==> src/rtl/interboard_msg_receiver.sv <==
`default_nettype none
//==============================================================================
// Module   : interboard_msg_receiver
// Brief    : Receive side of the board-to-board move protocol. Buffers incoming
//            message words, validates them, and replays them as memory
//            commands and GameControl events.
// Revision : 1.0 - initial release
//==============================================================================
module interboard_msg_receiver #(
    parameter int FIFO_DEPTH = 4,
    parameter int MAX_CARDS  = 106
) (
    input  logic       clk,
    input  logic       rst,
    input  logic       interboard_rst,
    input  logic       interboard_en,
    input  logic [3:0] interboard_msg_type,
    input  logic [4:0] interboard_block_x,
    input  logic [2:0] interboard_block_y,
    input  logic [5:0] interboard_card,
    input  logic [2:0] interboard_sel_len,
    input  logic       interboard_move_dir,
    input  logic       mem_busy,
    output logic       mem_en,
    output logic [3:0] mem_op,
    output logic [4:0] mem_block_x,
    output logic [2:0] mem_block_y,
    output logic [5:0] mem_card,
    output logic       mem_move_dir,
    output logic       opp_turn_done,
    output logic       opp_reset_table,
    output logic       opp_cheat,
    output logic       msg_err,
    output logic       overflow,
    output logic       rx_busy,
    output logic [6:0] opp_card_cnt
);

    localparam int PTR_W  = $clog2(FIFO_DEPTH);
    localparam int WORD_W = 22;

    localparam logic [PTR_W:0]   c_depth      = (PTR_W+1)'(FIFO_DEPTH);
    localparam logic [PTR_W-1:0] c_ptr_one    = PTR_W'(1);
    localparam logic [6:0]       c_max_cards  = 7'(MAX_CARDS);
    localparam logic [6:0]       c_init_cards = 7'd14;
    localparam logic [4:0]       c_max_col    = 5'd17;

    localparam logic [3:0] c_table_shift = 4'd2;
    localparam logic [3:0] c_hand_take   = 4'd3;
    localparam logic [3:0] c_hand_down   = 4'd4;
    localparam logic [3:0] c_deck_draw   = 4'd5;
    localparam logic [3:0] c_state_turn  = 4'd6;
    localparam logic [3:0] c_state_rst   = 4'd7;
    localparam logic [3:0] c_state_cheat = 4'd8;

    typedef enum logic [1:0] {
        ST_IDLE  = 2'd0,
        ST_EXEC  = 2'd1,
        ST_SHIFT = 2'd2
    } state_t;

    state_t state_q, state_d;

    logic [WORD_W-1:0] fifo_mem_q [FIFO_DEPTH];
    logic [PTR_W-1:0]  wr_ptr_q;
    logic [PTR_W-1:0]  rd_ptr_q;
    logic [PTR_W:0]    count_q;

    logic [3:0] cmd_type_q;
    logic [4:0] cmd_x_q;
    logic [2:0] cmd_y_q;
    logic [5:0] cmd_card_q;
    logic [2:0] cmd_len_q;
    logic       cmd_dir_q;
    logic [2:0] idx_q, idx_d;

    logic [3:0] hold_op_q;
    logic [4:0] hold_x_q;
    logic [2:0] hold_y_q;
    logic [5:0] hold_card_q;
    logic       hold_dir_q;

    logic       overflow_q;
    logic [6:0] card_cnt_q, card_cnt_d;

    logic              w_empty, w_full, w_pop, w_push, w_drop;
    logic [WORD_W-1:0] w_wr_word, w_rd_word;
    logic [5:0]        w_shift_end;
    logic              w_type_bad, w_x_bad, w_shift_bad, w_legal;
    logic [4:0]        w_col_right, w_col_left, w_shift_col;
    logic [4:0]        w_col;
    logic              w_strobe, w_err, w_turn, w_rst_tbl, w_cheat;

    // ------------------------------------------------------------------
    // Word FIFO; a pop frees a slot in the same cycle, so push-while-full
    // is only lost when the FSM is not also draining.
    // ------------------------------------------------------------------
    assign w_empty   = (count_q == '0);
    assign w_full    = (count_q == c_depth);
    assign w_pop     = (state_q == ST_IDLE) && !w_empty && !interboard_rst;
    assign w_push    = interboard_en && !interboard_rst && (!w_full || w_pop);
    assign w_drop    = interboard_en && !interboard_rst && w_full && !w_pop;
    assign w_wr_word = {interboard_msg_type, interboard_block_x, interboard_block_y,
                        interboard_card, interboard_sel_len, interboard_move_dir};
    assign w_rd_word = fifo_mem_q[rd_ptr_q];

    always_ff @(posedge clk) begin
        if (w_push) begin
            fifo_mem_q[wr_ptr_q] <= w_wr_word;
        end
    end

    // ------------------------------------------------------------------
    // Legality and shift column generation
    // ------------------------------------------------------------------
    assign w_shift_end = {1'b0, cmd_x_q} + {3'b000, cmd_len_q};
    assign w_type_bad  = (cmd_type_q > c_state_cheat);
    assign w_x_bad     = (cmd_type_q <= c_deck_draw) && (cmd_x_q > c_max_col);
    assign w_shift_bad = (cmd_type_q == c_table_shift) &&
                         ((cmd_len_q == 3'd0) ||
                          (!cmd_dir_q && (cmd_x_q == 5'd0)) ||
                          (cmd_dir_q && (w_shift_end > 6'd17)));
    assign w_legal     = !(w_type_bad || w_x_bad || w_shift_bad);

    // Right shifts walk from the far end back so no card is overwritten early.
    assign w_col_right = cmd_x_q + {2'b00, cmd_len_q} - 5'd1 - {2'b00, idx_q};
    assign w_col_left  = cmd_x_q + {2'b00, idx_q};
    assign w_shift_col = cmd_dir_q ? w_col_right : w_col_left;

    // ------------------------------------------------------------------
    // Control FSM
    // ------------------------------------------------------------------
    always_comb begin
        state_d   = state_q;
        idx_d     = idx_q;
        w_strobe  = 1'b0;
        w_col     = cmd_x_q;
        w_err     = 1'b0;
        w_turn    = 1'b0;
        w_rst_tbl = 1'b0;
        w_cheat   = 1'b0;
        case (state_q)
            ST_IDLE: begin
                if (!w_empty) begin
                    state_d = ST_EXEC;
                end
            end
            ST_EXEC: begin
                if (!w_legal) begin
                    w_err   = 1'b1;
                    state_d = ST_IDLE;
                end else begin
                    case (cmd_type_q)
                        c_table_shift: begin
                            idx_d   = 3'd0;
                            state_d = ST_SHIFT;
                        end
                        c_state_turn: begin
                            w_turn  = 1'b1;
                            state_d = ST_IDLE;
                        end
                        c_state_rst: begin
                            w_rst_tbl = 1'b1;
                            state_d   = ST_IDLE;
                        end
                        c_state_cheat: begin
                            w_cheat = 1'b1;
                            state_d = ST_IDLE;
                        end
                        default: begin
                            if (!mem_busy) begin
                                w_strobe = 1'b1;
                                state_d  = ST_IDLE;
                            end
                        end
                    endcase
                end
            end
            ST_SHIFT: begin
                if (!mem_busy) begin
                    w_strobe = 1'b1;
                    w_col    = w_shift_col;
                    if (idx_q == (cmd_len_q - 3'd1)) begin
                        state_d = ST_IDLE;
                    end else begin
                        idx_d = idx_q + 3'd1;
                    end
                end
            end
            default: begin
                state_d = ST_IDLE;
            end
        endcase
    end

    // ------------------------------------------------------------------
    // Opponent hand-size tracking
    // ------------------------------------------------------------------
    always_comb begin
        card_cnt_d = card_cnt_q;
        if (mem_en) begin
            case (cmd_type_q)
                c_hand_down, c_deck_draw: begin
                    if (card_cnt_q < c_max_cards) begin
                        card_cnt_d = card_cnt_q + 7'd1;
                    end
                end
                c_hand_take: begin
                    if (card_cnt_q != 7'd0) begin
                        card_cnt_d = card_cnt_q - 7'd1;
                    end
                end
                default: begin
                    card_cnt_d = card_cnt_q;
                end
            endcase
        end
    end

    always_ff @(posedge clk or negedge rst) begin
        if (!rst) begin
            state_q     <= ST_IDLE;
            idx_q       <= 3'd0;
            wr_ptr_q    <= '0;
            rd_ptr_q    <= '0;
            count_q     <= '0;
            cmd_type_q  <= 4'd0;
            cmd_x_q     <= 5'd0;
            cmd_y_q     <= 3'd0;
            cmd_card_q  <= 6'd0;
            cmd_len_q   <= 3'd0;
            cmd_dir_q   <= 1'b0;
            hold_op_q   <= 4'd0;
            hold_x_q    <= 5'd0;
            hold_y_q    <= 3'd0;
            hold_card_q <= 6'd0;
            hold_dir_q  <= 1'b0;
            overflow_q  <= 1'b0;
            card_cnt_q  <= c_init_cards;
        end else if (interboard_rst) begin
            state_q     <= ST_IDLE;
            idx_q       <= 3'd0;
            wr_ptr_q    <= '0;
            rd_ptr_q    <= '0;
            count_q     <= '0;
            cmd_type_q  <= 4'd0;
            cmd_x_q     <= 5'd0;
            cmd_y_q     <= 3'd0;
            cmd_card_q  <= 6'd0;
            cmd_len_q   <= 3'd0;
            cmd_dir_q   <= 1'b0;
            hold_op_q   <= 4'd0;
            hold_x_q    <= 5'd0;
            hold_y_q    <= 3'd0;
            hold_card_q <= 6'd0;
            hold_dir_q  <= 1'b0;
            overflow_q  <= 1'b0;
            card_cnt_q  <= c_init_cards;
        end else begin
            state_q    <= state_d;
            idx_q      <= idx_d;
            card_cnt_q <= card_cnt_d;
            if (w_push) begin
                wr_ptr_q <= wr_ptr_q + c_ptr_one;
            end
            if (w_pop) begin
                rd_ptr_q <= rd_ptr_q + c_ptr_one;
                {cmd_type_q, cmd_x_q, cmd_y_q, cmd_card_q, cmd_len_q, cmd_dir_q} <= w_rd_word;
            end
            case ({w_push, w_pop})
                2'b10:   count_q <= count_q + 1'b1;
                2'b01:   count_q <= count_q - 1'b1;
                default: count_q <= count_q;
            endcase
            if (w_drop) begin
                overflow_q <= 1'b1;
            end
            if (mem_en) begin
                hold_op_q   <= cmd_type_q;
                hold_x_q    <= w_col;
                hold_y_q    <= cmd_y_q;
                hold_card_q <= cmd_card_q;
                hold_dir_q  <= cmd_dir_q;
            end
        end
    end

    // ------------------------------------------------------------------
    // Outputs; a pending clear suppresses any strobe in the same cycle.
    // ------------------------------------------------------------------
    assign mem_en          = w_strobe && !interboard_rst;
    assign mem_op          = mem_en ? cmd_type_q : hold_op_q;
    assign mem_block_x     = mem_en ? w_col      : hold_x_q;
    assign mem_block_y     = mem_en ? cmd_y_q    : hold_y_q;
    assign mem_card        = mem_en ? cmd_card_q : hold_card_q;
    assign mem_move_dir    = mem_en ? cmd_dir_q  : hold_dir_q;
    assign opp_turn_done   = w_turn && !interboard_rst;
    assign opp_reset_table = w_rst_tbl && !interboard_rst;
    assign opp_cheat       = w_cheat && !interboard_rst;
    assign msg_err         = w_err && !interboard_rst;
    assign overflow        = overflow_q;
    assign rx_busy         = !w_empty || (state_q != ST_IDLE);
    assign opp_card_cnt    = card_cnt_q;

endmodule
`default_nettype wire

==> config.mk <==
export PLATFORM = sky130hd
export DESIGN_NAME = interboard_msg_receiver
export DESIGN_NICKNAME = d
export VERILOG_FILES = /design/src/rtl/interboard_msg_receiver.sv
export SDC_FILE = /design/constraint.sdc
export NUM_CORES = 1
export LEC_CHECK = 0
export CORE_AREA = 4 4 110 133
export DETAILED_ROUTE_END_ITERATION = 6
export DIE_AREA = 0 0 114 137
export GPL_ROUTABILITY_DRIVEN = 0
export PLACE_DENSITY = 0.84
export SETUP_SLACK_MARGIN = 0.02
export SYNTH_ARGS = -nofsm -noshare
export SYNTH_HDL_FRONTEND = slang
export SYNTH_SLANG_ARGS = --single-unit
==> constraint.sdc <==
create_clock -name clk -period 4.05 [get_ports clk]
set_input_delay 0.81 -clock clk [delete_from_list [all_inputs] [get_ports clk]]
set_output_delay 0.81 -clock clk [all_outputs]
set_load 0.05 [all_outputs]
==> results of run 1 <==
## placed cells by master (no fill, tap or decap), types with 3 or more instances in the layout
| cell type | n |
|---|---|
| buf_12 | 7 |
| nor2_1 | 41 |
| nand3_1 | 6 |
| fa_1 | 8 |
| mux2i_1 | 24 |
| a21o_1 | 3 |
| a211oi_1 | 4 |
| mux2_2 | 17 |
| nor2b_1 | 13 |
| o211ai_1 | 3 |
| nor3_1 | 9 |
| ha_1 | 29 |
| xnor2_1 | 9 |
| inv_6 | 6 |
| clkbuf_16 | 17 |
| xor2_1 | 5 |
| inv_1 | 36 |
| buf_4 | 31 |
| o21a_1 | 4 |
| a21oi_1 | 24 |
| or4_1 | 3 |
| a31oi_1 | 3 |
| edfxtp_1 | 88 |
| a22o_1 | 23 |
| inv_8 | 4 |
| clkinv_8 | 3 |
| clkdlybuf4s50_1 | 34 |
| mux4_2 | 22 |
| dfstp_2 | 3 |
| dfrtp_1 | 56 |
| nand2_1 | 23 |
| o21ai_0 | 13 |
| and2_1 | 8 |
## worst max-delay path by stage
stage,from,end,slack (ns)
floorplan,cmd_x_q[1],mem_block_x[3],0.39
global placement,mem_busy,mem_card[4],0.26
detailed placement,mem_busy,mem_block_y[0],0.20
CTS,cmd_x_q[0],msg_err,0.07
global route,cmd_x_q[2],mem_block_x[4],0.01
finish,cmd_x_q[2],mem_block_x[4],0.15
## kinds of logic (layout without fill, tap and decap cells)
kind of cell	count (synthesis)	in the layout
flops	149	149
simple gates	113	113
compound gates	102	102
mux	63	63
buf+inv	58	141
fa+ha+maj	37	37
xor+xnor	15	15
## power by group through the flow
| stage | logic [W] | clock network, W | registers (W) |
|---|---|---|---|
| 3_3_place_gp | 0.00149 | 0 | 0.00201 |
| 3_5_place_dp | 0.00158 | 0 | 0.00202 |
| 2_1_floorplan | 0.00121 | 0 | 0.00192 |
| 6_report | 0.00162 | 0.00156 | 0.00200 |
| 5_1_grt | 0.00178 | 0.00165 | 0.00202 |
| 4_1_cts | 0.00161 | 0.00158 | 0.00199 |
## metrics by stage
stage          hold WS, ns  util, %  cells
2_1_floorplan        0.476        -    537
3_3_place_gp         0.479     61.2    756
3_5_place_dp         0.505     61.2    756
4_1_cts              0.469     65.7    788
5_1_grt              0.503     65.8    788
6_report             0.453     65.8    788
## flip-flops by register name (all words and copies together), names as in the netlist
register / flops
fifo_mem_q: 88
opp_card_cnt: 7
cmd_card_q: 6
hold_card_q: 6
cmd_x_q: 5
hold_x_q: 5
cmd_type_q: 4
hold_op_q: 4
cmd_len_q: 3
cmd_y_q: 3
count_q: 3
hold_y_q: 3
idx_q: 3
rd_ptr_q: 2
state_q: 2
wr_ptr_q: 2
cmd_dir_q: 1
hold_dir_q: 1
overflow: 1
## final cells by class
class | instances | area (sq um) | share of cell area (%)
flip-flops and latches | 149 | 4180 | 47.9
multi-input cells | 330 | 2870 | 33.0
repair buffers | 73 | 718 | 8.25
clock buffers | 17 | 425 | 4.89
well taps | 168 | 210 | 2.41
clock inverters | 15 | 171 | 1.97
inverters | 36 | 135 | 1.55
## synthesized netlist by cell type, types with 2 or more instances
master,n
xnor2_1,10
buf_2,5
and2_1,8
edfxtp_1,88
fa_1,8
a31oi_1,3
o21bai_1,2
nand4_1,2
dfrtp_1,58
o21ai_0,13
mux4_2,22
dfstp_2,3
nor3_1,9
a21o_1,3
o41ai_1,2
nor2_1,41
o22ai_1,2
a311o_1,2
inv_1,36
o211ai_1,3
a22o_1,23
xor2_1,5
a21oi_1,25
o221ai_1,2
ha_1,29
or4_1,3
nor2b_1,13
a211oi_1,4
nand2b_1,2
mux2_2,17
nand3_1,6
mux2i_1,24
a2111oi_0,2
buf_6,2
buf_1,2
o21a_1,4
clkbuf_1,12
nand2_1,23
## worst max-delay path: cells and delay by family (launching register included)
family	cells	cell delay, ns
AOI/OAI and AO/OA	3	0.53
xor gates and xnor gates	1	0.16
adders and majority gates	2	0.89
buffers and inverters	3	0.35
DFF	1	0.43
muxes	1	0.30
## metal layers
layer	global-route usage [%]	vias to the layer above	wire length, um
li1	-	2154	-
met1	26.1	2434	6180
met2	37.5	223	8410
met3	5.22	66	971
met4	11.8	0	652
met5	0	-	0
==> results.sh, run 1 <==
export IMPL_status="finished clean"
export IMPL_fin_area_sq_mm=0.00871
export IMPL_grt_start_max_net_pins=35
export IMPL_worstSetupPathType="reg -> out"
export IMPL_p_seq_share_pct=38.7
export IMPL_clk_pin_slew_ns=0.08
export IMPL_cts_sinks=149
export IMPL_ys_async_sr_fraction_pct=40.9
export IMPL_setup_violations=0
export IMPL_post_cts_resize_count=0
export IMPL_ys_types=57
export IMPL_synth_mux_area_share_pct=12.7
export IMPL_synth_area_top_cells="edfxtp_1 (36%), dfrtp_1 (20%), mux4_2 (6.8%), ha_1 (5.0%), mux2i_1 (3.3%)"
export IMPL_holdBufCountCts=0
export IMPL_layout_setup_ws_ns=0.146
export IMPL_yosysWarnings=0
export IMPL_crit_top_cell="inv_1"
export IMPL_cellInternalPower_w=0.00333
export IMPL_syn_cell_area_sq_mm=0.00727
export IMPL_cp_required_ns=3.24
export IMPL_avgSynthCellArea_sq_um=13.5
export IMPL_yosysTopAreaCell="edfxtp_1"
export IMPL_drv_cap=0
export IMPL_rrSetupSlack_ns=0.85
export IMPL_fin_crit_ns=3.90
export IMPL_tightest_slew_ns=1.10
export IMPL_final_fill_count=892
export IMPL_clkLatencyLatePin_ns=0.43
export IMPL_max_stage_delay_ns=0.61
export IMPL_placed_area_sq_mm=0.00810
export IMPL_rows=46
export IMPL_vdd_drop_max_mv=0.304
export IMPL_via_count=4877
export IMPL_synth_edf_count=88
export IMPL_arrival_ns=3.09
export IMPL_finalHoldViolCount=0
export IMPL_skew_ns=0.0120
export IMPL_synthCells=537
export IMPL_cp_max_fo=6
export IMPL_antenna_cells=0
export IMPL_p_per_area_mw_per_mm2=595
export IMPL_combPwrFrac_pct=31.3
export IMPL_synthAdderAreaFrac_pct=7.19
export IMPL_synth_xor_xnor_area_share_pct=1.81
export IMPL_max_freq_ghz=0.256
export IMPL_nets=671
export IMPL_drtIter0Drc=398
export IMPL_synth_compound_area_share_pct=10.1
export IMPL_cp_end_kind="primary output"
export IMPL_core_sq_mm=0.0132
export IMPL_antenna_found_initial=0
export IMPL_drv_slew=0
export IMPL_cts_root_buf="clkbuf_16"
export IMPL_wl_um=16200
export IMPL_h_tree_depth=4
export IMPL_ys_flop_type="edfxtp_1"
export IMPL_dieArea_sq_mm=0.0156
export IMPL_start_util_pct=54.9
export IMPL_syn_to_final_growth_pct=19.8
export IMPL_cp_slowest_cell="fa_1"
export IMPL_relSlewSlack_pct=26.6
export IMPL_ys_seq_area_share_pct=57.4
export IMPL_r2r_cells=10
export IMPL_timing_final_crit_share_pct=96.4
export IMPL_grt_pass1_vias=5132
export IMPL_grt_usage_pct=22.1
export IMPL_crit_path_start_kind="flop"
export IMPL_wl_per_cell_um=20.6
export IMPL_place_ws_ns=0.199
export IMPL_p_total_w=0.00518
export IMPL_drtAntennaViolNets=0
export IMPL_rsz0062_at_grt="true"
export IMPL_io_buffers=59
export IMPL_switching_share_pct=35.7
export IMPL_routed_via_density=6.19
export IMPL_drt_pass1_iter_count=5
export IMPL_grt_overflow=0
export IMPL_reg2reg_to="opp_card_cnt[6]"
export IMPL_synth_simple_area_share_pct=7.45
export IMPL_yosys_area_top_type_share_pct=36.3
export IMPL_p_clk_share_pct=30.1
export IMPL_syn_nets=601
export IMPL_die_h_um=137
export IMPL_die_w_um=114
export IMPL_cts_buffer_depth=2
export IMPL_final_setup_tns_ns=0
export IMPL_synth_seq_cells=149
export IMPL_post_route_drc_count=0
export IMPL_place_hpwl_um=11000
export IMPL_r2r_start="cmd_type_q[1]"
export IMPL_p_leak_nw=3.49
export IMPL_synth_top_family_by_area="multiplexers"
export IMPL_ios=60
export IMPL_holdCritPathClass="in -> async"
export IMPL_grt_pass1_wl_um=26400
export IMPL_drive_gt1_share_pct=20.0
export IMPL_power_switching_w=0.00185
export IMPL_cts_buffers=17
export IMPL_cts_setup_buffers=0
export IMPL_crit_path_cell_trace="inv_1, fa_1, inv_1, ha_1, a21o_1, a21oi_1, xor2_1, o221ai_1, mux2_2, buf_4"
export IMPL_tritoncts="yes"
(Power assumes the default switching activity.)
==> run 2: changes to the inputs <==
--- a/config.mk
+++ b/config.mk
@@ -5,6 +5,7 @@
 export SDC_FILE = /design/constraint.sdc
 export NUM_CORES = 1
 export LEC_CHECK = 0
+export CAP_MARGIN = 40
 export CORE_AREA = 4 4 110 133
 export DETAILED_ROUTE_END_ITERATION = 6
 export DIE_AREA = 0 0 114 137
==> run 2 against run 1 <==
Effect of this change: non-clock buffer count rose by 1; sequential power barely moved; final cell count rose by 0.13%; clock skew fell by 0.0028 ns; hold slack improved by 0.0056 ns; utilization rose by 0.35 points; design area rose by 0.53%; register-to-register slack improved by 0.04 ns; count of clock-buffer cells in the layout did not move; critical endpoint is now mem_block_y[1].
==> results.sh, run 2 (synthesized netlist as in run 1, its figures left out) <==
export IMPL_cp_slowest_cell="dfrtp_1"
export IMPL_grt_pass1_wl_um=26800
export IMPL_grt_usage_pct=22.5
export IMPL_rsz0062_at_grt="false"
export IMPL_drv_slew=0
export IMPL_max_stage_delay_ns=0.61
export IMPL_p_per_area_mw_per_mm2=597
export IMPL_cp_end_kind="primary output"
export IMPL_status="finished clean"
export IMPL_dieArea_sq_mm=0.0156
export IMPL_setup_violations=0
export IMPL_tritoncts="yes"
export IMPL_final_cell_mix="edfxtp_1 (88), dfrtp_1 (56), nor2_1 (41), inv_1 (36), clkdlybuf4s50_1 (34)"
export IMPL_largest_register_ffs=88
export IMPL_rrSetupSlack_ns=0.89
export IMPL_die_h_um=137
export IMPL_drtAntennaViolNets=0
export IMPL_final_common_cell="edfxtp_1"
export IMPL_io_buffers=59
export IMPL_regMostFlops="fifo_mem_q"
export IMPL_clk_pin_slew_ns=0.07
export IMPL_antenna_found_initial=0
export IMPL_skew_ns=0.00916
export IMPL_drv_cap=0
export IMPL_crit_path_start_kind="flop"
export IMPL_cp_max_fo=20
export IMPL_grt_pass1_vias=5142
export IMPL_fin_crit_ns=3.92
export IMPL_drt_pass1_iter_count=5
export IMPL_ios=60
export IMPL_crit_path_cell_trace="inv_1, ha_1, inv_1, o21bai_1, a311o_1, a21oi_2, buf_4, mux2_2, buf_4"
export IMPL_cts_root_buf="clkbuf_16"
export IMPL_p_leak_nw=3.50
export IMPL_max_freq_ghz=0.255
export IMPL_crit_family="buffers and inverters"
export IMPL_wl_um=16500
export IMPL_worstSetupPathType="reg -> out"
export IMPL_instances_no_fill=789
export IMPL_finalHoldViolCount=0
export IMPL_grt_overflow=0
export IMPL_nets=672
export IMPL_whs_ns=0.458
export IMPL_antenna_cells=0
export IMPL_reg2reg_to="opp_card_cnt[6]"
export IMPL_wl_per_cell_um=20.9
export IMPL_arrival_ns=3.11
export IMPL_cts_buffer_depth=2
export IMPL_h_tree_depth=4
export IMPL_grt_start_max_net_pins=35
export IMPL_timing_final_crit_share_pct=96.8
export IMPL_holdCritPathClass="in -> async"
export IMPL_vdd_drop_max_mv=0.349
export IMPL_rows=46
export IMPL_place_hpwl_um=11100
export IMPL_drive_gt1_share_pct=20.5
export IMPL_r2r_cells=10
export IMPL_path_depth=9
export IMPL_routed_via_density=6.17
export IMPL_relSlewSlack_pct=48.0
export IMPL_core_sq_mm=0.0132
export IMPL_cts_buffers=17
export IMPL_cp_required_ns=3.24
export IMPL_drtIter0Drc=420
export IMPL_cts_sinks=149
export IMPL_tightest_slew_ns=0.780
export IMPL_syn_to_final_growth_pct=20.4
export IMPL_post_route_drc_count=0
export IMPL_r2r_start="cmd_type_q[1]"
export IMPL_clkLatencyLatePin_ns=0.43
export IMPL_via_count=4868
export IMPL_fin_util_pct=66.1
export IMPL_cp_buffers_inverters=4
export IMPL_die_w_um=114
export IMPL_final_setup_tns_ns=0
export IMPL_start_util_pct=54.9
export IMPL_dpl_cell_count=757
run 2: cell count changes in the layout (fill, tap and decap cells not counted):
cell      previous run  this run
o221ai_2             0         1
clkinv_8             3         4
nor3_2               0         1
o221ai_1             2         1
nor3_1               9         8
inv_6                6         4
buf_16               0         1
clkinv_4             1         2
run 2: how the worst max path moves through the flow:
stage,from,end,slack (ns)
finish,cmd_x_q[3],mem_block_y[1],0.13
global route,cmd_x_q[3],mem_block_y[1],0.04
CTS,cmd_x_q[2],mem_block_x[4],0.07
detailed placement,mem_busy,mem_block_y[0],0.18
global placement,mem_busy,mem_card[4],0.26
floorplan,cmd_x_q[1],mem_block_x[3],0.39
run 2: layout make-up:
class | instances | area (sq um)
Sequential cell | 149 | 4180
Fill cell | 893 | 4480
Timing Repair Buffer | 74 | 746
Inverter | 36 | 135
Clock buffer | 17 | 425
Clock inverter | 15 | 179
Multi-Input combinational cell | 330 | 2880
Tap cell | 168 | 210
run 2: repair_timing:
action | CTS | global route
pin swaps | 0 | 1
setup endpoints to repair | 2 | 4
setup buffers | 0 | 0
gates resized for setup | 1 | 4
hold buffers | 0 | 0
run 2: where the power goes:
group	leakage [nW]	internal [W]	total, W	switching [W]
clock	0.295	0.000837	0.00156	0.000722
sequential	1.62	0.00178	0.00200	0.000219
combinational	1.59	0.000729	0.00167	0.000942
total	3.50	0.00334	0.00523	0.00188
run 2: worst register-to-register path, delay by kind of cell, from the launching register on:
family	cells	cell delay (ns)
AOI/OAI and AO/OA	3	0.41
buffers and inverters	1	0.20
and+or+nand+nor	4	1.35
DFF	1	0.56
adders and majority gates	1	0.43
xor gates and xnor gates	1	0.15
run 2: through the flow:
step | area [sq um] | power (W) | setup WS [ns]
floorplan | 7280 | 0.00313 | 0.391
global placement | 8100 | 0.00350 | 0.265
detailed placement | 8130 | 0.00362 | 0.179
CTS | 8740 | 0.00523 | 0.0652
global route | 8750 | 0.00548 | 0.0357
finish | 8750 | 0.00523 | 0.129
run 2: per-layer routing:
metal,global-route usage [%],vias to the layer above,wire length [um]
met5,0,-,0
met2,38.8,218,8610
met1,26.5,2432,6250
li1,-,2152,-
met3,4.16,66,1020
met4,12.2,0,645
==> run 3: changes to the inputs <==
--- a/config.mk
+++ b/config.mk
@@ -6,9 +6,9 @@
 export NUM_CORES = 1
 export LEC_CHECK = 0
 export CAP_MARGIN = 40
-export CORE_AREA = 4 4 110 133
+export CORE_AREA = 2 2 108 131
 export DETAILED_ROUTE_END_ITERATION = 6
-export DIE_AREA = 0 0 114 137
+export DIE_AREA = 0 0 110 133
 export GPL_ROUTABILITY_DRIVEN = 0
 export PLACE_DENSITY = 0.84
 export SETUP_SLACK_MARGIN = 0.02
==> constraint.sdc (replaced) <==
create_clock -name clk -period 4.05 [get_ports clk]
set_input_delay 0.81 -clock clk [delete_from_list [all_inputs] [get_ports clk]]
set_output_delay 0.81 -clock clk [all_outputs]
set_load 0.02 [all_outputs]
==> run 3 against run 2 <==
Effect of this change: utilization fell by 1.1 points; sequential power hardly changed; via count decreased by 1.4%; critical path type is now in -> out; critical endpoint is now mem_card[2]; largest cell class unchanged; largest power group unchanged.
==> results.sh, run 3 (synthesized netlist as in run 1, its figures left out) <==
export IMPL_status="finished clean"
export IMPL_nets=682
export IMPL_crit_path_start_kind="primary input"
export IMPL_place_ws_ns=-0.0359
export IMPL_ios=60
export IMPL_wl_per_cell_um=19.8
export IMPL_cts_root_buf="clkbuf_16"
export IMPL_antenna_cells=0
export IMPL_p_total_w=0.00514
export IMPL_cts_sinks=149
export IMPL_start_util_pct=54.0
export IMPL_setup_violations=0
export IMPL_drive_gt1_share_pct=18.4
export IMPL_cp_max_fo=10
export IMPL_whs_ns=0.398
export IMPL_antenna_found_initial=0
export IMPL_clkLatencyLatePin_ns=0.42
export IMPL_holdBufCountCts=0
export IMPL_relSlewSlack_pct=58.3
export IMPL_final_common_cell="edfxtp_1"
export IMPL_drv_slew=0
export IMPL_cp_required_ns=3.24
export IMPL_rows=47
export IMPL_r2r_cells=10
export IMPL_dieArea_sq_mm=0.0146
export IMPL_arrival_ns=3.08
export IMPL_wl_um=15900
export IMPL_r2r_start="cmd_type_q[1]"
export IMPL_grt_start_max_net_pins=36
export IMPL_cts_buffers=17
export IMPL_rsz0062_at_grt="false"
export IMPL_cp_buffers_inverters=3
export IMPL_finalHoldViolCount=0
export IMPL_drtAntennaViolNets=0
export IMPL_worstSetupPathType="in -> out"
export IMPL_crit_family="buffers and inverters"
export IMPL_post_route_drc_count=0
export IMPL_die_w_um=110
export IMPL_h_tree_depth=4
export IMPL_io_buffers=59
export IMPL_syn_to_final_growth_pct=20.5
export IMPL_grt_pass1_wl_um=25600
export IMPL_rrSetupSlack_ns=0.90
export IMPL_via_count=4799
export IMPL_p_per_area_mw_per_mm2=586
export IMPL_skew_ns=0.0180
export IMPL_fin_crit_ns=3.89
export IMPL_max_stage_delay_ns=0.42
export IMPL_grt_overflow=0
export IMPL_reg2reg_to="opp_card_cnt[6]"
export IMPL_max_freq_ghz=0.257
export IMPL_routed_via_density=5.98
export IMPL_final_fill_count=887
export IMPL_core_sq_mm=0.0135
export IMPL_clk_pin_slew_ns=0.07
export IMPL_cp_end_kind="primary output"
export IMPL_final_cell_mix="edfxtp_1 (88), dfrtp_1 (55), nor2_1 (41), clkdlybuf4s50_1 (37), inv_1 (36)"
export IMPL_layout_setup_ws_ns=0.159
export IMPL_drtIter0Drc=330
export IMPL_drt_pass1_iter_count=5
export IMPL_die_h_um=133
export IMPL_place_hpwl_um=10600
export IMPL_holdCritPathClass="in -> async"
export IMPL_drv_cap=0
export IMPL_grt_pass1_vias=5085
export IMPL_grt_usage_pct=23.0
export IMPL_regMostFlops="fifo_mem_q"
export IMPL_vdd_drop_max_mv=0.493
export IMPL_crit_path_cell_trace="clkdlybuf4s50_1, nand3b_1, a21o_1, a311o_1, a21oi_2, buf_4, mux2_2, dlygate4sd2_1"
export IMPL_largest_register_ffs=88
export IMPL_tritoncts="yes"
export IMPL_p_leak_nw=3.58
export IMPL_cp_slowest_cell="clkdlybuf4s50_1"
export IMPL_timing_final_crit_share_pct=96.1
export IMPL_tightest_slew_ns=0.610
export IMPL_cts_buffer_depth=2
[run 3: worst max path at each step]
| stage | from | end | slack, ns | cells past startpoint |
|---|---|---|---|---|
| floorplan | cmd_x_q[1] | mem_block_x[3] | 0.60 | 9 |
| global placement | mem_busy | mem_card[4] | -0.02 | 8 |
| detailed placement | mem_busy | mem_card[2] | -0.04 | 8 |
| CTS | cmd_x_q[2] | mem_block_x[4] | 0.04 | 10 |
| global route | cmd_len_q[0] | opp_turn_done | 0.04 | 10 |
| finish | mem_busy | mem_card[2] | 0.16 | 8 |
[run 3: layout make-up]
| cell class | count | area (sq um) | area share, % |
|---|---|---|---|
| clock inverter | 15 | 166 | 1.90 |
| sequential | 149 | 4180 | 47.7 |
| tap | 171 | 214 | 2.44 |
| clock buffer | 17 | 425 | 4.85 |
| multi-input combinational | 330 | 2880 | 32.9 |
| inverter | 36 | 135 | 1.54 |
| timing repair buffer | 84 | 763 | 8.71 |
[run 3: timing repair]
item / in CTS / in global routing
pin swaps: 0 / 2
setup endpoints to repair: 20 / 6
setup buffers: 0 / 4
gates resized for setup: 25 / 9
endpoints found under the hold margin: 0 / 0
[run 3: where the power goes]
part	leakage, nW	switching (W)	internal (W)
clock network	0.286	0.000665	0.000873
registers	1.62	0.000205	0.00178
logic	1.67	0.000880	0.000738
[run 3: routing by layer]
layer	up-vias	global-route usage, %	share of wire, %
met4	0	9.70	2.4
met2	188	39.4	53
li1	2172	-	-
met1	2396	27.9	39
met5	-	0	0
met3	43	4.93	5.2
[run 3: through the flow]
step / std cells / util, % / cell area (sq um) / setup TNS, ns
after CTS: 798 / 64.8 / 8730 / 0
after global routing: 802 / 65.1 / 8760 / 0
after detailed placement: 766 / 60.5 / 8150 / -0.195
final: 802 / 65.1 / 8760 / 0
after floorplan: 537 / - / 7270 / 0
after global placement: 765 / 60.3 / 8120 / -0.192
